File: config.mk
export PLATFORM = sky130hd
export DESIGN_NAME = btn_scan_ctrl
export DESIGN_NICKNAME = d
export VERILOG_FILES = /design/src/rtl/btn_pkg.sv /design/src/rtl/btn_sync2.sv /design/src/rtl/btn_scan_ctrl.sv
export SDC_FILE = /design/constraint.sdc
export NUM_CORES = 1
export LEC_CHECK = 0
export ABC_AREA = 1
export CORE_MARGIN = 3
export CORE_UTILIZATION = 58
export CTS_BUF_LIST = sky130_fd_sc_hd__clkbuf_4 sky130_fd_sc_hd__clkbuf_8 sky130_fd_sc_hd__clkbuf_16
export DETAILED_ROUTE_END_ITERATION = 6
export PLACE_DENSITY = 0.78
export SETUP_SLACK_MARGIN = 0.1
export SYNTH_ARGS = -nofsm -noshare
export SYNTH_HDL_FRONTEND = slang
export SYNTH_SLANG_ARGS = --single-unit
export TNS_END_PERCENT = 30
File: constraint.sdc
create_clock -name clock -period 3.1 [get_ports clock]
set_clock_uncertainty 0.1 [all_clocks]
set_input_delay 0.775 -clock clock [delete_from_list [all_inputs] [get_ports clock]]
set_output_delay 0.775 -clock clock [all_outputs]
set_load 0.1 [all_outputs]
File: src/rtl/btn_pkg.sv
// Shared definitions for the button scan/debounce controller.
// Holds the default bank size and debounce threshold, plus the event record
// (press/release flag and button index) exchanged with event consumers.
package btn_pkg;

    localparam int BTN_N_DEFAULT         = 4;
    localparam int BTN_THRESHOLD_DEFAULT = 16;

    // Event index field is sized for the largest bank this block is used with;
    // consumers take the low IDX_W bits.
    localparam int BTN_IDX_W_MAX = 8;

    typedef struct packed {
        logic                     press;  // 1 = press (0->1), 0 = release (1->0)
        logic [BTN_IDX_W_MAX-1:0] idx;    // button that produced the event
    } btn_evt_t;

endpackage

File: src/rtl/btn_sync2.sv
// Purpose : two-flop synchronizer for one asynchronous button pin.
// Latency : 2 clock cycles from pin to q.
// Backpr. : none; shifts every cycle regardless of enable or stall.
// Ports   : clock, reset (async active-high), d (async pin), q (synchronized level).
module btn_sync2 (
    input  logic clock,
    input  logic reset,
    input  logic d,
    output logic q
);

    logic meta_q;
    logic meta_d;
    logic sync_q;
    logic sync_d;

    always_comb begin
        meta_d = d;
        sync_d = meta_q;
    end

    always_ff @(posedge clock or posedge reset) begin
        if (reset) begin
            meta_q <= 1'b0;
            sync_q <= 1'b0;
        end else begin
            meta_q <= meta_d;
            sync_q <= sync_d;
        end
    end

    assign q = sync_q;

endmodule

File: src/rtl/btn_scan_ctrl.sv
// Purpose : time-multiplexed debounce of N_BTN buttons with one shared
//           compare/increment engine, plus a one-deep press/release event output.
// Latency : 2 sync + slot wait + (THRESHOLD-1)*N_BTN + 1 cycles from pin edge
//           to filtered/evt_valid (which rise together).
// Backpr. : while evt_valid & ~evt_ready the scan pointer, counters and levels
//           freeze; consume and a new commit on the same edge give no bubble.
// Ports   : clock, reset (async active-high), enable (scan enable),
//           raw_btn (async pins), filtered (debounced levels),
//           evt_valid/evt_ready/evt_press/evt_idx (event handshake),
//           scan_idx (slot serviced this cycle, debug).
module btn_scan_ctrl
    import btn_pkg::*;
#(
    parameter int N_BTN     = BTN_N_DEFAULT,
    parameter int THRESHOLD = BTN_THRESHOLD_DEFAULT,
    parameter int IDX_W     = $clog2(N_BTN),
    parameter int CNT_W     = $clog2(THRESHOLD + 1)
) (
    input  logic             clock,
    input  logic             reset,
    input  logic             enable,
    input  logic [N_BTN-1:0] raw_btn,
    output logic [N_BTN-1:0] filtered,
    output logic             evt_valid,
    input  logic             evt_ready,
    output logic             evt_press,
    output logic [IDX_W-1:0] evt_idx,
    output logic [IDX_W-1:0] scan_idx
);

    localparam logic [CNT_W-1:0] CNT_COMMIT = CNT_W'(THRESHOLD);
    localparam logic [IDX_W-1:0] IDX_LAST   = IDX_W'(N_BTN - 1);

    // ------------------------------------------------------------------
    // Per-pin synchronizers
    // ------------------------------------------------------------------
    logic [N_BTN-1:0] sync_btn;

    for (genvar g = 0; g < N_BTN; g++) begin : g_sync
        btn_sync2 u_sync (
            .clock (clock),
            .reset (reset),
            .d     (raw_btn[g]),
            .q     (sync_btn[g])
        );
    end

    // ------------------------------------------------------------------
    // Per-button state and shared engine
    // ------------------------------------------------------------------
    logic [CNT_W-1:0] cnt_q [N_BTN];
    logic [CNT_W-1:0] cnt_d [N_BTN];
    logic [N_BTN-1:0] filtered_q;
    logic [N_BTN-1:0] filtered_d;
    logic [IDX_W-1:0] scan_idx_q;
    logic [IDX_W-1:0] scan_idx_d;
    logic             evt_valid_q;
    logic             evt_valid_d;
    logic             evt_press_q;
    logic             evt_press_d;
    logic [IDX_W-1:0] evt_idx_q;
    logic [IDX_W-1:0] evt_idx_d;

    logic             stall;
    logic             advance;
    logic             cur_sync;
    logic             cur_filt;
    logic [CNT_W-1:0] cur_cnt;
    logic [CNT_W-1:0] cur_cnt_inc;

    always_comb begin
        cnt_d       = cnt_q;
        filtered_d  = filtered_q;
        scan_idx_d  = scan_idx_q;
        evt_valid_d = evt_valid_q;
        evt_press_d = evt_press_q;
        evt_idx_d   = evt_idx_q;

        // An unaccepted event holds the whole engine so that at most one
        // event is ever outstanding and none is lost.
        stall   = evt_valid_q & ~evt_ready;
        advance = enable & ~stall;

        cur_sync    = sync_btn[scan_idx_q];
        cur_filt    = filtered_q[scan_idx_q];
        cur_cnt     = cnt_q[scan_idx_q];
        cur_cnt_inc = cur_cnt + CNT_W'(1);

        if (evt_valid_q & evt_ready) begin
            evt_valid_d = 1'b0;
        end

        if (advance) begin
            if (cur_sync == cur_filt) begin
                // Any agreeing sample restarts the disagreement run.
                cnt_d[scan_idx_q] = '0;
            end else if (cur_cnt_inc == CNT_COMMIT) begin
                // Commit overrides a same-edge consume: back-to-back events.
                filtered_d[scan_idx_q] = cur_sync;
                cnt_d[scan_idx_q]      = '0;
                evt_valid_d            = 1'b1;
                evt_idx_d              = scan_idx_q;
                evt_press_d            = cur_sync;
            end else begin
                cnt_d[scan_idx_q] = cur_cnt_inc;
            end

            scan_idx_d = (scan_idx_q == IDX_LAST) ? '0 : scan_idx_q + IDX_W'(1);
        end
    end

    always_ff @(posedge clock or posedge reset) begin
        if (reset) begin
            for (int i = 0; i < N_BTN; i++) begin
                cnt_q[i] <= '0;
            end
            filtered_q  <= '0;
            scan_idx_q  <= '0;
            evt_valid_q <= 1'b0;
            evt_press_q <= 1'b0;
            evt_idx_q   <= '0;
        end else begin
            cnt_q       <= cnt_d;
            filtered_q  <= filtered_d;
            scan_idx_q  <= scan_idx_d;
            evt_valid_q <= evt_valid_d;
            evt_press_q <= evt_press_d;
            evt_idx_q   <= evt_idx_d;
        end
    end

    assign filtered  = filtered_q;
    assign evt_valid = evt_valid_q;
    assign evt_press = evt_press_q;
    assign evt_idx   = evt_idx_q;
    assign scan_idx  = scan_idx_q;

endmodule

### Word-level counts from Yosys, hierarchy flattened

Index checks and enable logic that the tools add are counted.
W data, S select, Z words.

* reduce and logical (&&, ||, !) cells: 3
* $add $sub $neg: 2
* muxes and demuxes: 20
* equal/unequal tests: 3
* order comparisons: 4
* bitwise operators: 9

Operator list (number)
* $mux W20: 2
* $and A20 B20 Y20: 1
* $bwmux W20: 1
* $not A20 Y20: 1
* $mux W5: 3
* $bmux W5 S2: 1
* $demux W5 S2: 1
* $mux W1: 7
* $add A5 B1 Y5 const B: 1
* $eq A5 B5 Y1 const B: 1
* $bmux W1 S2: 2
* $bwmux W4: 1
* $and A1 B1 Y1: 3
* $ge A3 B3 Y1 const B: 1
* $lt A2 B3 Y1 const B: 1
* $lt A3 B1 Y1 const B: 1
* $not A1 Y1: 3
* $not A2 Y3: 1
* $reduce_and A3 Y1: 1
* $add A2 B1 Y2 const B: 1
* $demux W1 S2: 1
* $eq A2 B2 Y1 const B: 1
* $ge A2 B1 Y1 const B: 1
* $logic_and A1 B1 Y1: 2
* 2 further kinds: 2

* output and inout port bits: 10
* input port bits: 8
* logic and storage cells: 58
* register bits after elaboration: 38

### Longest topological paths before layout

* word-level depth: 9
* gate-level depth with buffers: 17
* gate-level depth less buffers: 16

### Hierarchy

Synthesis repeated with hierarchy kept, for this count alone.

* cells, all modules: 365
* area, all modules: 2391.0 um2

Modules (own cells, without submodules)
* btn_scan_ctrl: area an instance 2175.8 um2, times used 1, cells each 353
* btn_sync2: area an instance 53.8 um2, times used 4, cells each 3

### Least setup slack after synthesis

Ideal clock, no wire load.

* kind: register to register
* start: register scan_idx_q[0], in the netlist scan_idx[0]
* end: register cnt_q[0] (netlist name)
* buffers on the path: 3
* clock period less this slack: 3.019 ns
* stages on the path, launching flop included: 18
* path slack: 0.081 ns
* arrival: 2.803 ns
* cells stage by stage: dfrtp_1 > buf_2 > nand2_1 > nand2_1 > nand2_1 > nand2_1 > ha_1 > inv_1 > nor2_2 > nand3_1 > nand2_2 > nand3_2 > buf_6 > buf_6 > nand3_1 > nand2_1 > nand2_1 > nand2_1

* longest elaborated chain between the ends: 9
* elaborated cells on any way between the ends: 21

Ends and longest elaborated chain
* from (decl): line btn_scan_ctrl.sv:55 `logic [IDX_W-1:0] scan_idx_q;`
* from (signal assigned): line btn_scan_ctrl.sv:125 `scan_idx_q <= scan_idx_d;`
* parallel branches: the longest is 8 deep, another holds $add A5 B1 Y5
* $mux W20 (*): line btn_scan_ctrl.sv:94 `if (cur_sync == cur_filt) begin`
* to (signal assigned): line btn_scan_ctrl.sv:123 `cnt_q <= cnt_d;`
* to (decl): line btn_scan_ctrl.sv:51 `logic [CNT_W-1:0] cnt_q [N_BTN];`

Every way passes the cells marked *. The select of a mux whose other input is x is not followed.
A chain may end at the register's enable or synchronous reset.

### Final worst setup path

* start: register scan_idx_q[0], in the netlist scan_idx[0]
* end: register cnt_q[10] (netlist name)

Same word-level chain as after synthesis.

==> impl_metrics.ini <==
[run_status]
status = completed

[critical_path]
max_stage_delay_ns = 0.41
critPathBufInv = 4
crit_cells = 16
arrival_ns = 2.82
start_kind = flip-flop
path_cells = buf_4 -> nand2_1 -> nand3_1 -> nand2_2 -> ha_1 -> inv_1 -> nor2_2 -> nand3_1 -> nand2_2 -> nand3_4 -> buf_4 -> nand3_2 -> nand2_2 -> inv_2 -> nand2_1 -> nand2_1
r2r-end = cnt_q[10]
criticalPathCategory = flip-flop to flip-flop
critical_path_required_ns = 3.23
r2r_cells = 16
worstPathMaxFanout = 17
cpMaxStageDelayCell = dfrtp_2
cp_top_family = simple AND/OR/NAND/NOR gates
r2r_slack_ns = 0.41
worst_setup_path_end_kind = flip-flop
worstSetupEndpoint = cnt_q[10]
crit_start = scan_idx[0]
timing.rr.start = scan_idx[0]

[drt]
dr.pass1.iters = 6
wl_um = 5440
drc = 0
detail_route.wl_per_cell_um = 12.7
ant_nets = 0
vias = 2196
avgViaCountPerCell = 5.14
drtIter0Drc = 205

[power_and_ir_drop]
leakage_nw = 1.52
comb_power_share_pct = 53.0
total_power_mw = 2.49
switching_share_pct = 48.2
clockPowerShare_pct = 20.5
irDropWorstVdd_mv = 0.493
switchingPower_mw = 1.20
p_per_area_nw_per_um2 = 929
p_int_mw = 1.29
seq_power_share_pct = 26.5

[logic_synthesis]
synth_fp_nets = 375
synthDistinctLibCells = 21
synthCells = 362
ys_seq_area_share_pct = 40.1
syn_area_um2 = 2370
synth-main-ff-cell = dfrtp_1
synth_top_area_share_pct = 40.1
yosys_warnings = 0
postSynthAreaPerCell_um2 = 6.56
async_flop_share_pct = 100
synth_edf_count = 0
yosysMostFrequentCell = nand2_1
synth_common_cells = nand2_1 (173), dfrtp_1 (38), nor2_1 (34)
synthTopCellsByArea = dfrtp_1 (40%), nand2_1 (27%), nand3_1 (6.7%), nor2_1 (5.4%), inv_1 (5.1%)
synth_area_leader_cell = dfrtp_1
ys_seq_elements = 38

[timing]
period_minus_slack_ns = 2.69
fin_crit_sh_pct = 86.7
setup_viol = 0
fmaxAchievable_mhz = 372
slew_headroom_pct = 68.6
hold_viol_final = 0
rsz0062_at_grt = false
fin_ws_ns = 0.413
drv_slew = 0
tns_ns = 0
worst_pin_slew_ns = 0.471

[global_route]
grt.overflow.total = 0
grt_max_degree = 39
grt_pass1_wl_um = 9660
grt.total_usage_pct = 24.0
grt_pass1_vias = 2133
antenna_found_initial = 0

[floorplan]
fp.dieW_um = 70.0
design.die.area_um2 = 4900
ioPinCount = 18
start_util_pct = 62.5
fp-row-count = 22
core_um2 = 3800
die_y_um = 70.0

[clocking]
cts_setup_buffers = 0
ctsResizeCount = 0
clk_latency_ns = 0.29
cts_sinks = 38
clock_path_buffers = 2
cts.htree.levels = 2
cts_tree = yes
clkTransAtPathRegs_ns = 0.08
cts_made_buffers = 5
root_buffer = clkbuf_8
cts_hold_buf = 0

[cells_and_area]
diodes = 0
num-fill-cells = 337
drive_above_1_share_pct = 10.3
fin_nets = 391
finish.utilization_pct = 70.7
syn2layout_area_growth_pct = 13.1

[min_path]
hold_class = flip-flop to flip-flop

[place]
port-buffer-count = 17
dp_hpwl_um = 3920
gp_congestion = 0.953
dp_slack_ns = 0.323

[job]
drv_cap = 0
-- cell type report --
class	instances	area (µm²)	area share, %
inverter	36	135	5.03
sequential	38	952	35.5
clock inverter	3	68.8	2.56
tap	48	60.1	2.24
multi-input combinational	273	1200	44.8
timing repair buffer	24	198	7.37
clock buffer	5	68.8	2.56
-- flip-flops by register name (all words and copies together), names as in the netlist --
register              cells
cnt_q                    20
g_sync.u_sync.q           4
g_sync.u_sync.meta_q      4
scan_idx                  2
evt_valid                 1
evt_press                 1
evt_idx                   2
filtered                  4
-- worst register-to-register path, cell delays in order (launching register included) --
cell and delay [ns]:
dfrtp_2 0.41, buf_4 0.20, nand2_1 0.09, nand3_1 0.10, nand2_2 0.17, ha_1 0.23
inv_1 0.06, nor2_2 0.22, nand3_1 0.12, nand2_2 0.16, nand3_4 0.17, buf_4 0.22
nand3_2 0.06, nand2_2 0.10, inv_2 0.11, nand2_1 0.05, nand2_1 0.05
-- layer usage --
layer,share of wire (%),vias to the layer above,GRT usage [%]
met1,46,986,33.2
met3,5.4,9,4.60
met2,47,72,38.8
li1,-,1129,-
met4,1.0,0,5.96
met5,0,-,0
-- worst min path at each step --
stage	slack, ns	end	start	cells past startpoint
after global placement	0.23	g_sync[0].u_sync.q	g_sync[0].u_sync.meta_q	0
after CTS	0.26	g_sync[0].u_sync.q	g_sync[0].u_sync.meta_q	0
after global routing	0.26	g_sync[1].u_sync.q	g_sync[1].u_sync.meta_q	0
after detailed placement	0.24	g_sync[3].u_sync.q	g_sync[3].u_sync.meta_q	0
after floorplan	0.23	g_sync[0].u_sync.q	g_sync[0].u_sync.meta_q	0
final	0.25	g_sync[0].u_sync.q	g_sync[0].u_sync.meta_q	0
-- cell families (layout without fill, tap and decap cells) --
kind of cell               count (synthesis)  in the layout  share of synthesized area, %
xor gates and xnor gates                   1              1                         0.369
muxes                                      1              1                         0.422
adders and majority gates                  5              5                          2.64
and+or+nand+nor                          256            256                          44.6
DFF                                       38             38                          40.1
AOI/OAI and AO/OA                         10             10                          2.11
buffers and inverters                     51             68                          9.75
-- through the flow --
stage	hold slack, ns	area (µm²)	std cells
after floorplan	0.231	2370	362
after global placement	0.233	2540	419
after detailed placement	0.238	2540	419
after CTS	0.257	2670	427
after global routing	0.264	2680	427
final	0.253	2680	427
-- power groups by stage --
stage / sequential [mW] / combinational [mW] / clock [mW]
after floorplan: 0.751 / 0.951 / 0
after global placement: 0.667 / 1.27 / 0
after detailed placement: 0.669 / 1.29 / 0
after CTS: 0.659 / 1.29 / 0.517
after global routing: 0.674 / 1.49 / 0.548
final: 0.661 / 1.32 / 0.510
-- cells in the final DEF, fill, tap and decap left out, types with 7 or more instances in the layout --
cell type        instances
nor2_1                  34
clkdlybuf4s50_1          7
buf_4                   17
dfrtp_1                 37
nand3_1                 32
nand2_1                172
o21ai_0                  9
inv_1                   32
Power figures use the tool's default switching activity.
